## src/rtl/sbox_seq_pkg.sv

```systemverilog
// Shared types and constants for the nibble-serial S-box word sequencer.
package sbox_seq_pkg;

  localparam int unsigned NIB_W = 4;

  typedef enum logic [1:0] {
    IDLE  = 2'd0,
    FEED  = 2'd1,
    DRAIN = 2'd2,
    HOLD  = 2'd3
  } seq_state_t;

endpackage

```

## src/rtl/sbox_word_sequencer_if.sv

```systemverilog
// Word-in / word-out valid-ready bundle of the S-box word sequencer.
interface sbox_word_sequencer_if #(
  parameter int unsigned WORD_W = 32
);
  logic              in_valid;
  logic              in_ready;
  logic [WORD_W-1:0] in_data;
  logic              out_valid;
  logic              out_ready;
  logic [WORD_W-1:0] out_data;

  modport master (
    output in_valid, in_data, out_ready,
    input  in_ready, out_valid, out_data
  );

  modport slave (
    input  in_valid, in_data, out_ready,
    output in_ready, out_valid, out_data
  );
endinterface

```

## src/rtl/sbox_word_sequencer.sv

```systemverilog
// Feeds a word nibble-by-nibble (LSB first) through an external registered
// 4-bit S-box and reassembles the substituted word.
module sbox_word_sequencer
  import sbox_seq_pkg::*;
#(
  parameter int unsigned WORD_W = 32
) (
  input  logic             clk,
  input  logic             rst_n,
  sbox_word_sequencer_if.slave bus,
  output logic [NIB_W-1:0] sb_in,
  input  logic [NIB_W-1:0] sb_out
);

  localparam int unsigned NIB   = WORD_W / NIB_W;
  localparam int unsigned CNT_W = $clog2(NIB + 1);
  localparam logic [CNT_W-1:0] LAST_FEED = CNT_W'(NIB - 1);

  seq_state_t        state, state_d;
  logic [WORD_W-1:0] shift_reg;
  logic [WORD_W-1:0] result;
  logic [CNT_W-1:0]  cnt;
  logic              in_ready_q;
  logic              out_valid_q;
  logic              accept;
  logic              shift_en;
  logic              capture;

  // The S-box adds one cycle, so capture trails the feed by one edge:
  // skip the first FEED edge and take the DRAIN edge instead.
  always_comb begin
    state_d  = state;
    accept   = '0;
    shift_en = '0;
    capture  = '0;
    unique case (state)
      IDLE: begin
        if (bus.in_valid && in_ready_q) begin
          accept  = '1;
          state_d = FEED;
        end
      end
      FEED: begin
        shift_en = '1;
        capture  = (cnt != '0);
        if (cnt == LAST_FEED) state_d = DRAIN;
      end
      DRAIN: begin
        capture = '1;
        state_d = HOLD;
      end
      HOLD: begin
        if (bus.out_ready) state_d = IDLE;
      end
      default: state_d = IDLE;
    endcase
  end

  always_ff @(posedge clk or negedge rst_n) begin
    if (!rst_n) state <= IDLE;
    else        state <= state_d;
  end

  always_ff @(posedge clk or negedge rst_n) begin
    if (!rst_n) begin
      shift_reg   <= '0;
      result      <= '0;
      cnt         <= '0;
      in_ready_q  <= '0;
      out_valid_q <= '0;
    end else begin
      in_ready_q  <= (state_d == IDLE);
      out_valid_q <= (state_d == HOLD);
      if (accept) begin
        shift_reg <= bus.in_data;
        cnt       <= '0;
      end else if (shift_en) begin
        shift_reg <= shift_reg >> NIB_W;
        cnt       <= cnt + 1'b1;
      end
      if (capture) result <= {sb_out, result[WORD_W-1:NIB_W]};
    end
  end

  assign sb_in         = (state == FEED) ? shift_reg[NIB_W-1:0] : '0;
  assign bus.in_ready  = in_ready_q;
  assign bus.out_valid = out_valid_q;
  assign bus.out_data  = result;

endmodule

```

## src/flat_wrapper.sv

```systemverilog
// flat-port wrapper written by rule: the top's interface ports become plain ports
module sbox_word_sequencer_flat import sbox_seq_pkg::*;
#(
  parameter int unsigned WORD_W = 32
)
  (clk, rst_n, sb_in, sb_out, bus_in_valid, bus_in_data, bus_out_ready, bus_in_ready, bus_out_valid, bus_out_data);
  sbox_word_sequencer_if #(.WORD_W(WORD_W)) bus_i ();
  input  logic clk;
  input  logic rst_n;
  output logic [NIB_W-1:0] sb_in;
  input  logic [NIB_W-1:0] sb_out;
  input wire logic [$bits(bus_i.in_valid)-1:0] bus_in_valid;
  input wire logic [$bits(bus_i.in_data)-1:0] bus_in_data;
  input wire logic [$bits(bus_i.out_ready)-1:0] bus_out_ready;
  output wire logic [$bits(bus_i.in_ready)-1:0] bus_in_ready;
  output wire logic [$bits(bus_i.out_valid)-1:0] bus_out_valid;
  output wire logic [$bits(bus_i.out_data)-1:0] bus_out_data;
  assign bus_i.in_valid = bus_in_valid;
  assign bus_i.in_data = bus_in_data;
  assign bus_i.out_ready = bus_out_ready;
  assign bus_in_ready = bus_i.in_ready;
  assign bus_out_valid = bus_i.out_valid;
  assign bus_out_data = bus_i.out_data;
  sbox_word_sequencer #(.WORD_W(WORD_W)) u_core (.clk(clk), .rst_n(rst_n), .bus(bus_i), .sb_in(sb_in), .sb_out(sb_out));
endmodule
```

## config.mk

```make
export PLATFORM = sky130hd
export DESIGN_NAME = sbox_word_sequencer_flat
export DESIGN_NICKNAME = d
export VERILOG_FILES = /design/src/rtl/sbox_seq_pkg.sv /design/src/rtl/sbox_word_sequencer_if.sv /design/src/rtl/sbox_word_sequencer.sv /design/src/flat_wrapper.sv
export SDC_FILE = /design/constraint.sdc
export NUM_CORES = 1
export LEC_CHECK = 0
export ABC_AREA = 1
export CAP_MARGIN = 20
export CORE_ASPECT_RATIO = 1.4
export CORE_UTILIZATION = 40
export CTS_CLUSTER_DIAMETER = 60
export DETAILED_ROUTE_END_ITERATION = 8
export PLACE_DENSITY = 0.69
export SLEW_MARGIN = 5
export SYNTH_ARGS = -nofsm -noshare
export SYNTH_HDL_FRONTEND = slang
export SYNTH_SLANG_ARGS = --single-unit
```

## constraint.sdc

```tcl
create_clock -name clk -period 1.26 [get_ports clk]
set_input_delay 0.252 -clock clk [delete_from_list [all_inputs] [get_ports clk]]
set_output_delay 0.252 -clock clk [all_outputs]
set_load 0.01 [all_outputs]
```

Word-level counts from Yosys, hierarchy flattened

Cells that the tools add are included.

Flip-flop bits (word level): 72
Input bits: 40
Output and inout bits: 38

$add $sub $neg: 1
Equality and inequality tests: 5
Reductions and logical operators: 5
Multiplexer cells: 13

Operator list:

| kind                                                | count |
|---|---|
| two-way mux 32 bit                                  | 2 |
| two-way mux 4 bit                                   | 3 |
| case mux 2 bit (4 select lines)                     | 1 |
| equality test 2 bit, second input constant          | 3 |
| two-way mux 2 bit                                   | 3 |
| adder 4 x 1 -> 4 bit, second input constant         | 1 |
| equality test 4 x 3 -> 1 bit, second input constant | 1 |
| logical NOT 2 bit                                   | 2 |
| nonzero test 4 bit                                  | 1 |
| two-way mux 1 bit                                   | 3 |
| equality test 2 x 1 -> 1 bit, second input constant | 1 |
| case mux 1 bit (2 select lines)                     | 1 |
| nonzero test 2 bit                                  | 1 |
| logical AND 1 bit                                   | 1 |

Logic depth before layout (Yosys ltp)

Gate-level depths: netlist of run 1.

Word-level depth: 4
Mapped depth: 9

Worst setup path before layout of run 1

No wires, ideal clock.

Kind: reg-to-reg
Start: reg u_core.state[0]
End: reg u_core.result[0], in the netlist u_core.bus.out_data[0]
Data required time: 1.194 ns
Path buffers: 2
Cell stages (with the launch flop): 7
Setup time: 0.066 ns
Data arrival time: 1.316 ns
Path slack: -0.122 ns
Path through: dfrtp_1 -> inv_1 -> ha_1 -> buf_2 -> clkbuf_1 -> nand3_1 -> nand2_1

Word-level cells in the longest chain between the ends: 2
Elaborated cells on any way between the ends: 3
Classes of those cells: eq/ne: 2; mux: 1

RTL lines:

| element                                                             | RTL line                  | source |
|---|---|---|
| start: declaration                                                  | sbox_word_sequencer.sv:19 | `seq_state_t state, state_d;` |
| start signal: assignment                                            | sbox_word_sequencer.sv:61 | `else state <= state_d;` |
| equality test 2 bit or equality test 2 x 1 -> 1 bit (tied branches) | sbox_word_sequencer.sv:36 | `unique case (state)` |
| case mux 1 bit (2 select lines) *                                   | sbox_word_sequencer.sv:36 |  |
| end signal: assignment                                              | sbox_word_sequencer.sv:81 | `if (capture) result <= {sb_out, result[WORD_W-1:NIB_W]};` |
| end: declaration                                                    | sbox_word_sequencer.sv:21 | `logic [WORD_W-1:0] result;` |

Mark *: on every way between the ends. The rest lies on a longest branch, timed or not.
A chain may end at the register's enable or synchronous reset.

Worst setup path in the final report of run 1

Start: reg u_core.state[1]
End: reg u_core.shift_reg[20]

Word-level cells in the longest chain between the ends: 3
Elaborated cells on any way between the ends: 6
Classes of those cells: eq/ne: 1; mux: 3; reduce/logical: 2

RTL lines:

| element                                                                   | RTL line                  | source |
|---|---|---|
| equality test 2 x 1 -> 1 bit or logical NOT 2 bit (tied branches)         | sbox_word_sequencer.sv:36 |  |
| two-way mux 1 bit                                                         | sbox_word_sequencer.sv:36 |  |
| nonzero test 2 bit (no source line) or two-way mux 32 bit (tied branches) | -                         |  |
| end signal: assignment                                                    | sbox_word_sequencer.sv:75 | `shift_reg <= bus.in_data;` |
| end signal: assignment                                                    | sbox_word_sequencer.sv:78 | `shift_reg <= shift_reg >> NIB_W;` |
| end: declaration                                                          | sbox_word_sequencer.sv:20 | `logic [WORD_W-1:0] shift_reg;` |

Parallel ways exist; a longest one is shown, timed or not.

==> reports/qor.csv, run 1 <==
metric,value,unit
status,"finished, violations left",
violations,setup timing,
start_util,41.9,%
grt_pass1_wl,13.9,mm
pre_cts_slack,-0.395,ns
r2r_setup_slack,-0.30,ns
drt-initial-drc-count,238,
slew_headroom,71.0,%
clock_latency,0.36,ns
yosysSeqAreaShare,54.5,%
netlist_instances,380,
yosysMostFrequentCell,nand2_1,
path_clk_slew,0.08,ns
ir_worst_vdd,1.56,mV
r2r_cells,8,
numCtsBuffers,9,
critical_path.max_fanout,13,
synth_area_per_cell,8.70,um2
rsz0062_at_grt,true,
firstDrtPassIters,4,
synthTopCellsByCount,"99 x nand2_1, 72 x dfrtp_1, 47 x o21ai_0",
filler_cell_count,581,
synth.top_cell.area_share,54.5,%
fp.dieW,78.8,um
setup_slack,-0.302,ns
crit_family,buffers and inverters,
cap_violations,0,
final.min_clock_period,1.56,ns
cts_num_sinks,72,
antenna_cells,0,
gp_congestion,0.787,
p_switching,0.00714,W
synth-main-ff-cell,dfrtp_1,
drc,0,
die_area,8640,um2
yosys_warnings,0,
overflow,0,
fp-row-count,38,
hold_violations,0,
synth_edf_count,0,
dp_hpwl,5.26,mm
critPathMaxStageDelay,0.42,ns
setup.worst_path.end,u_core.shift_reg[20],
comb_power_share,65.2,%
ys_ff_latch,72,
fin_nets,570,
place_area,4320,um2
internal_power,0.00896,W
yosys.area.top_type,dfrtp_1,
slew_violations,0,
p_leak,2.67,nW
vias,3275,
core-area,7890,um2
syn_nets,427,
port_buffers,77,
power_density,2950,nW/um2
worstSetupStartpointType,flop,
period_share,124,%
drt-vias-per-instance,5.21,
cp_slowest_cell,dfrtp_1,
p_sw_share,44.4,%
critPathMostFrequentCell,o21ai_1,
synth_area_leaders,"dfrtp_1 55%, nand2_1 11%, o21ai_0 7.1%, nand3_1 6.5%, o21ai_1 4.7%",
globalRouteTotalUtil,21.3,%
syn_area,3310,um2
design_area,5460,um2
cts_buffer_depth,2,
finalSetupViolations,76,
worst-setup-path-type,reg2reg,
crit_cells,8,
syn_to_final_growth,65.3,%
drive_gt1_share,42.2,%
grt_pass1_vias,3057,
crit_buf_inv,4,
synth.distinct_cells,22,
finalWirelength,10.3,mm
r2r_start,u_core.state[1],
avgRoutedWirePerCell,16.5,um
ant_nets,0,
ioPinCount,78,
fin_skew,0.0126,ns
fmax,0.640,GHz
power_frac_clock,10.6,%
seqPwrFrac,24.2,%
crit_chain,inv_2 > ha_4 > buf_12 > buf_6 > inv_8 > o21ai_0 > o21ai_1 > o21ai_1,
tightest_slew,0.431,ns
tritoncts,built,
crit_start,u_core.state[1],
async_flop_share,100,%
grt_max_degree,33,
die_h,110,um
required,1.55,ns
cts_root_buf,clkbuf_8,
cts.htree.levels,3,
hp-class,in2async,
antenna_found_initial,0,
r2r_end,u_core.shift_reg[20],
cp-end-kind,flop,
arrival,1.85,ns
## through the flow
step | utilization (%) | hold WS (ns) | setup TNS, ns | cells | total power (W)
global placement | 54.7 | 0.172 | -25.84 | 561 | 0.0100
finish | 69.2 | 0.323 | -17.49 | 628 | 0.0161
global route | 69.2 | 0.343 | -21.12 | 628 | 0.0171
floorplan | - | -0.0436 | -1.14 | 380 | 0.00799
detailed placement | 54.7 | 0.174 | -26.71 | 561 | 0.0102
CTS | 61.1 | 0.323 | -10.16 | 603 | 0.0130
## final cells by class
cell class              instances  area (um2)  share of cell area (%)
repair inverters                1        11.3                   0.206
clock buffers                  11         151                    2.77
well taps                     100         125                    2.29
clock inverters                 5        31.3                   0.573
inverters                      44         205                    3.76
multi-input cells             247        1680                    30.8
repair buffers                148        1460                    26.7
flip-flops and latches         72        1800                    33.0
## what timing repair did
| item | in CTS | in global routing |
|---|---|---|
| hold buffers | 1 | 0 |
| pin swaps | 4 | 43 |
| buffers inserted | 22 | 13 |
| gates resized for setup | 152 | 136 |
| gates cloned | 4 | 13 |
| setup endpoints to repair | 110 | 102 |
| hold endpoints to repair | 10 | 0 |
## per-layer routing
layer  global-route usage [%]  vias to the layer above  wire, um
met2                     36.3                      116      5400
met1                     24.6                     1620      4120
met4                     11.6                        0       318
li1                         -                     1515         -
met3                     5.48                       24       503
met5                        0                        -         0
## logic make-up (layout without fill, tap and decap cells)
kind of cell	count (synthesis)	count (layout)	share of synthesized area (%)
buffers and inverters	66	209	10.0
AOI/OAI and AO/OA	82	82	12.5
adders and majority gates	7	7	2.65
DFF	72	72	54.5
and+or+nand+nor	153	158	20.3
## worst register-to-register path, delay by kind of cell, from the launching register on
family                   cells  cell delay, ns
buffers and inverters        4            0.46
flip-flops                   1            0.42
AO/OA/AOI/OAI                3            0.42
adder cells (fa/ha/maj)      1            0.20
## cells in the final DEF, fill, tap and decap left out, drive strengths merged, types with 3 or more instances in the layout
cell type | netlist | routed
clkbuf | 5 | 35
nand2 | 104 | 109
inv | 44 | 43
nand3 | 44 | 44
a21oi | 3 | 3
o21ai | 79 | 79
buf | 17 | 83
clkinv | 0 | 5
clkdlybuf4s50 | 0 | 38
dfrtp | 72 | 72
ha | 7 | 7
## how the worst min path moves through the flow
stage	from	to	slack, ns	cells after the start
after CTS	rst_n	u_core.shift_reg[24]	0.32	2
after detailed placement	rst_n	u_core.shift_reg[25]	0.17	1
after global routing	rst_n	u_core.shift_reg[24]	0.34	2
after floorplan	rst_n	u_core.bus.in_ready	-0.04	0
after global placement	rst_n	u_core.shift_reg[25]	0.17	1
final	rst_n	u_core.shift_reg[24]	0.32	2
## power groups by stage
stage	Clock [W]	Combinational (W)	Sequential (W)
after floorplan	0	0.00395	0.00404
after global placement	0	0.00615	0.00387
after detailed placement	0	0.00627	0.00390
after CTS	0.00173	0.00747	0.00382
after global routing	0.00183	0.0113	0.00398
final	0.00171	0.0105	0.00390
No activity file was read; power rests on OpenSTA's default activity.
==> run 2: changes to the inputs <==
Settings changed: MAX_ROUTING_LAYER set to met4, REMOVE_ABC_BUFFERS set to 1.
==> reports/qor.csv, run 2 (same netlist as run 1, synthesis figures left out) <==
metric,value,unit,change
drive_gt1_share,31.1,%,was 42.2%
crit_start,u_core.state[0],,was u_core.state[1]
worstSetupStartpointType,flop,,unchanged
power_frac_clock,13.4,%,was 10.6%
cts_root_buf,clkbuf_8,,unchanged
tightest_slew,0.389,ns,was 0.431 ns
vias,3019,,"was 3,275"
die_h,110,um,unchanged
finalSetupViolations,76,,unchanged
avgRoutedWirePerCell,14.0,um,was 16.5 um
arrival,1.73,ns,was 1.85 ns
pre_cts_slack,-0.379,ns,was -0.395 ns
drc,0,,unchanged
final_common_cell,nand2_1,,was dfrtp_1
worst-setup-path-type,reg2reg,,unchanged
fp-row-count,38,,unchanged
fp.dieW,78.8,um,unchanged
final.min_clock_period,1.48,ns,was 1.56 ns
syn_to_final_growth,50.7,%,was 65.3%
fin_nets,553,,was 570
violations,setup timing,,unchanged
period_share,118,%,was 124%
post_layout_nonfiller_instances,611,,was 628
seqPwrFrac,27.2,%,was 24.2%
internal_power,0.00817,W,was 0.00896 W
mostFrequentLayoutCells,"92 x nand2_1, 72 x dfrtp_1, 54 x o21ai_1",,"was 72 x dfrtp_1, 68 x nand2_1, 46 x o21ai_1"
power,0.0141,W,was 0.0161 W
ir_worst_vdd,1.36,mV,was 1.56 mV
finalWirelength,8.53,mm,was 10.3 mm
cts.htree.levels,3,,unchanged
status,"finished, violations left",,unchanged
numCtsBuffers,9,,unchanged
rsz0062_at_grt,true,,unchanged
globalRouteTotalUtil,21.2,%,was 21.3%
r2r_start,u_core.state[0],,was u_core.state[1]
comb_power_share,59.5,%,was 65.2%
slew_violations,0,,unchanged
path_clk_slew,0.08,ns,about the same
fmax,0.674,GHz,was 0.640 GHz
setup.worst_path.end,u_core.bus.out_data[20],,was u_core.shift_reg[20]
setup_slack,-0.223,ns,was -0.302 ns
antenna_found_initial,0,,unchanged
p_switching,0.00594,W,was 0.00714 W
cap_violations,0,,unchanged
critical_path.max_fanout,16,,was 13
cp-end-kind,flop,,unchanged
r2r_setup_slack,-0.22,ns,was -0.30 ns
power_density,2830,nW/um2,was 2950 nW/um2
drt-initial-drc-count,147,,was 238
r2r_cells,8,,unchanged
r2r_end,u_core.bus.out_data[20],,was u_core.shift_reg[20]
whs,0.368,ns,was 0.323 ns
hp-class,in2async,,unchanged
slew_headroom,74.1,%,was 71.0%
tritoncts,built,,unchanged
antenna_cells,0,,unchanged
overflow,0,,unchanged
grt_pass1_vias,2922,,"was 3,057"
required,1.50,ns,was 1.55 ns
drt-vias-per-instance,4.94,,was 5.21
dp_hpwl,5.05,mm,was 5.26 mm
clock_latency,0.35,ns,was 0.36 ns
port_buffers,77,,unchanged
start_util,41.9,%,unchanged
cts_buffer_depth,2,,unchanged
fin_util,63.1,%,was 69.2%
fin_skew,0.00837,ns,was 0.0126 ns
grt_pass1_wl,13.6,mm,was 13.9 mm
p_leak,2.52,nW,was 2.67 nW
gp_congestion,0.792,,was 0.787
firstDrtPassIters,4,,unchanged
placed_cells,560,,was 561
die_area,8640,um2,unchanged
ant_nets,0,,unchanged
cts_num_sinks,72,,unchanged
grt_max_degree,29,,was 33
core-area,7890,um2,unchanged
hold_violations,0,,unchanged
p_sw_share,42.1,%,was 44.4%
ioPinCount,78,,unchanged
[run 2: through the flow]
stage	cell area (um2)	setup TNS [ns]
floorplan	3140	-32.05
global placement	4340	-21.02
detailed placement	4340	-22.50
CTS	5000	-12.40
global route	4980	-18.25
finish	4980	-12.98
[run 2: worst min path at each step]
stage                     cells after the start                    to  startpoint  slack [ns]
final                                         2  u_core.shift_reg[20]       rst_n        0.37
after global routing                          2  u_core.shift_reg[27]       rst_n        0.42
after CTS                                     2  u_core.shift_reg[16]       rst_n        0.37
after detailed placement                      1  u_core.shift_reg[29]       rst_n        0.20
after global placement                        1  u_core.shift_reg[29]       rst_n        0.20
after floorplan                               0   u_core.bus.in_ready       rst_n       -0.04
[run 2: per-layer routing]
layer  track usage, %  wire length, um
met3             3.98              309
met2             36.5             4590
met5                -                0
met4             8.05              163
met1             24.6             3460
[run 2: worst max-delay path: stages (launching register included)]
cell	delay [ns]
dfrtp_1	0.42
ha_4	0.20
buf_6	0.12
buf_8	0.13
nand2_4	0.09
nand2_8	0.11
buf_12	0.18
nand3_1	0.08
nand2_1	0.06
[run 2: power groups by stage]
stage	Clock [W]	Sequential, W	Combinational (W)
floorplan	0	0.00403	0.00308
global placement	0	0.00389	0.00612
detailed placement	0	0.00392	0.00627
CTS	0.00190	0.00381	0.00800
global route	0.00201	0.00390	0.00920
finish	0.00188	0.00384	0.00839
[run 2: final cells by class]
class	count	area (um2)
clock buffer	11	151
clock inverter	5	55.1
fill	687	2910
inverter	44	175
multi-input combinational	243	1420
sequential	72	1800
tap	100	125
timing repair buffer	136	1260
[run 2: timing repair]
action,in CTS,in global routing
setup buffers,29,3
endpoints found under the setup margin,110,100
pin swaps,16,8
gates cloned,3,0
hold buffers,1,0
endpoints found under the hold margin,26,0
gates resized for setup,147,68
==> run 3: changes to the inputs <==
Settings changed: DONT_BUFFER_PORTS set to 1, PLACE_DENSITY 0.69 to not set.
==> reports/qor.csv, run 3 (same netlist as run 1, synthesis figures left out) <==
metric,value,unit,change
status,"finished, violations left",,unchanged
violations,"hold timing, setup timing",,was setup timing
mostFrequentLayoutCells,"89 x nand2_1, 71 x dfrtp_1, 50 x o21ai_1",,"was 92 x nand2_1, 72 x dfrtp_1, 54 x o21ai_1"
critical_path.max_fanout,6,,was 16
final_common_cell,nand2_1,,unchanged
antenna_found_initial,0,,unchanged
cap_violations,0,,unchanged
crit_buf_inv,3,,unchanged
syn_to_final_growth,26.0,%,was 50.7%
hp-class,in2async,,unchanged
cp_slowest_cell,dfrtp_1,,unchanged
p_leak,2.08,nW,was 2.52 nW
critPathMaxStageDelay,0.39,ns,was 0.42 ns
core-area,7890,um2,unchanged
cp-end-kind,primary output,,was flop
post_layout_nonfiller_instances,520,,was 611
cts_root_buf,clkbuf_8,,unchanged
drt-initial-drc-count,188,,was 147
cts_buffer_depth,2,,unchanged
avgRoutedWirePerCell,15.9,um,was 14.0 um
vias,2653,,"was 3,019"
worstSetupStartpointType,flop,,unchanged
overflow,0,,unchanged
dp_hpwl,4.67,mm,was 5.05 mm
ir_worst_vdd,1.18,mV,was 1.36 mV
antenna_cells,0,,unchanged
fmax,0.671,GHz,was 0.674 GHz
crit_chain,inv_2 > ha_4 > buf_8 > nand2_2 > inv_2,,was ha_4 > buf_6 > buf_8 > nand2_4 > nand2_8 > buf_12 > nand3_1 > nand2_1
globalRouteTotalUtil,18.8,%,was 21.2%
port_buffers,0,,was 77
cts.htree.levels,3,,unchanged
firstDrtPassIters,4,,unchanged
grt_max_degree,73,,was 29
die_area,8640,um2,unchanged
worst-setup-path-type,reg2out,,was reg2reg
start_util,41.9,%,unchanged
crit_family,flip-flops,,was buffers and inverters
required,1.01,ns,was 1.50 ns
finalWirelength,8.25,mm,was 8.53 mm
fin_skew,0.00852,ns,was 0.00837 ns
grt_pass1_vias,2414,,"was 2,922"
fp.dieW,78.8,um,unchanged
slew_violations,0,,unchanged
ant_nets,0,,unchanged
filler_cell_count,736,,was 687
drt-vias-per-instance,5.10,,was 4.94
numCtsBuffers,9,,unchanged
setup_slack,-0.231,ns,was -0.223 ns
pre_cts_slack,-0.202,ns,was -0.379 ns
placed_cells,484,,was 560
drc,0,,unchanged
gp_congestion,0.805,,was 0.792
cts_num_sinks,72,,unchanged
grt_pass1_wl,11.9,mm,was 13.6 mm
die_h,110,um,unchanged
tightest_slew,0.352,ns,was 0.389 ns
finalSetupViolations,76,,unchanged
hold_violations,72,,was 0
whs,-0.406,ns,was 0.368 ns
drive_gt1_share,25.5,%,was 31.1%
power_density,3140,nW/um2,was 2830 nW/um2
rsz0062_at_grt,true,,unchanged
arrival,1.24,ns,was 1.73 ns
tritoncts,built,,unchanged
critPathMostFrequentCell,inv_2,,
clock_latency,0.35,ns,about the same
ioPinCount,78,,unchanged
path_clk_slew,0.07,ns,was 0.08 ns
period_share,118,%,about the same
fp-row-count,38,,unchanged
slew_headroom,76.3,%,was 74.1%
final.min_clock_period,1.49,ns,was 1.48 ns
fin_nets,462,,was 553
==> run 3: changes by cell type in the layout (fill, tap and decap cells not counted), sizes merged <==
cell	previous run	this run
clkdlybuf4s15	11	0
nand2	105	109
bufinv	1	0
clkbuf	30	17
clkdlybuf4s50	38	0
clkinv	2	3
buf	67	37
inv	44	43
clkinvlp	2	1
dlygate4sd3	1	0
==> run 3: path summary, 6_finish.rpt <==
path | depth (start not counted) | start | end | slack, ns
worst max-delay path | 5 | u_core.state[1] | sb_in[0] | -0.23
max in group asynchronous | 0 | rst_n | u_core.state[0] | 1.52
min in group clk | 2 | bus_in_data[30] | u_core.shift_reg[30] | 0.02
worst max register to register | 8 | u_core.state[1] | u_core.shift_reg[24] | -0.19
worst min-delay path | 0 | rst_n | u_core.shift_reg[21] | -0.41
worst min register to register | 2 | u_core.shift_reg[7] | u_core.shift_reg[7] | 0.48
==> run 3: area by class of cell <==
| class | instances | area (um2) | share of cell area (%) |
|---|---|---|---|
| timing repair buffer | 41 | 489 | 11.7 |
| inverter | 44 | 176 | 4.23 |
| clock inverter | 3 | 15.0 | 0.360 |
| multi-input combinational | 247 | 1390 | 33.3 |
| sequential | 72 | 1800 | 43.3 |
| clock buffer | 13 | 169 | 4.05 |
| tap | 100 | 125 | 3.00 |
==> run 3: where the power goes <==
part / switching, W / internal, W / total, W / leakage, nW
registers: 0.000830 / 0.00334 / 0.00417 / 0.923
logic: 0.00403 / 0.00320 / 0.00723 / 1.06
clock network: 0.000832 / 0.000867 / 0.00170 / 0.0992
total: 0.00569 / 0.00741 / 0.0131 / 2.08
==> run 3: routing by layer <==
metal | GRT usage (%) | vias up | wire length (um)
met5 | - | - | 0
met4 | 8.96 | 0 | 169
met3 | 4.32 | 11 | 364
met2 | 28.9 | 61 | 4130
met1 | 23.4 | 1283 | 3580
li1 | - | 1298 | -
==> run 3: per-stage QoR <==
stage / total power (W) / hold WS [ns] / instance area [um2] / TNS (ns) / utilization [%]
floorplan: 0.00711 / -0.0436 / 3140 / -32.05 / -
global placement: 0.00894 / -0.0422 / 3510 / -6.70 / 44.5
detailed placement: 0.00914 / -0.0425 / 3510 / -10.23 / 44.5
CTS: 0.0113 / -0.421 / 3800 / -11.39 / 48.1
global route: 0.0140 / -0.426 / 4170 / -15.37 / 52.8
finish: 0.0131 / -0.406 / 4170 / -10.85 / 52.8
==> run 3: timing repair <==
item                                    in CTS  in global routing
cloned                                       0                 11
resized for setup                           29                 57
pin swaps                                    3                 13
hold endpoints to repair                    72                 72
endpoints found under the setup margin      76                 76
setup buffers                                4                  6
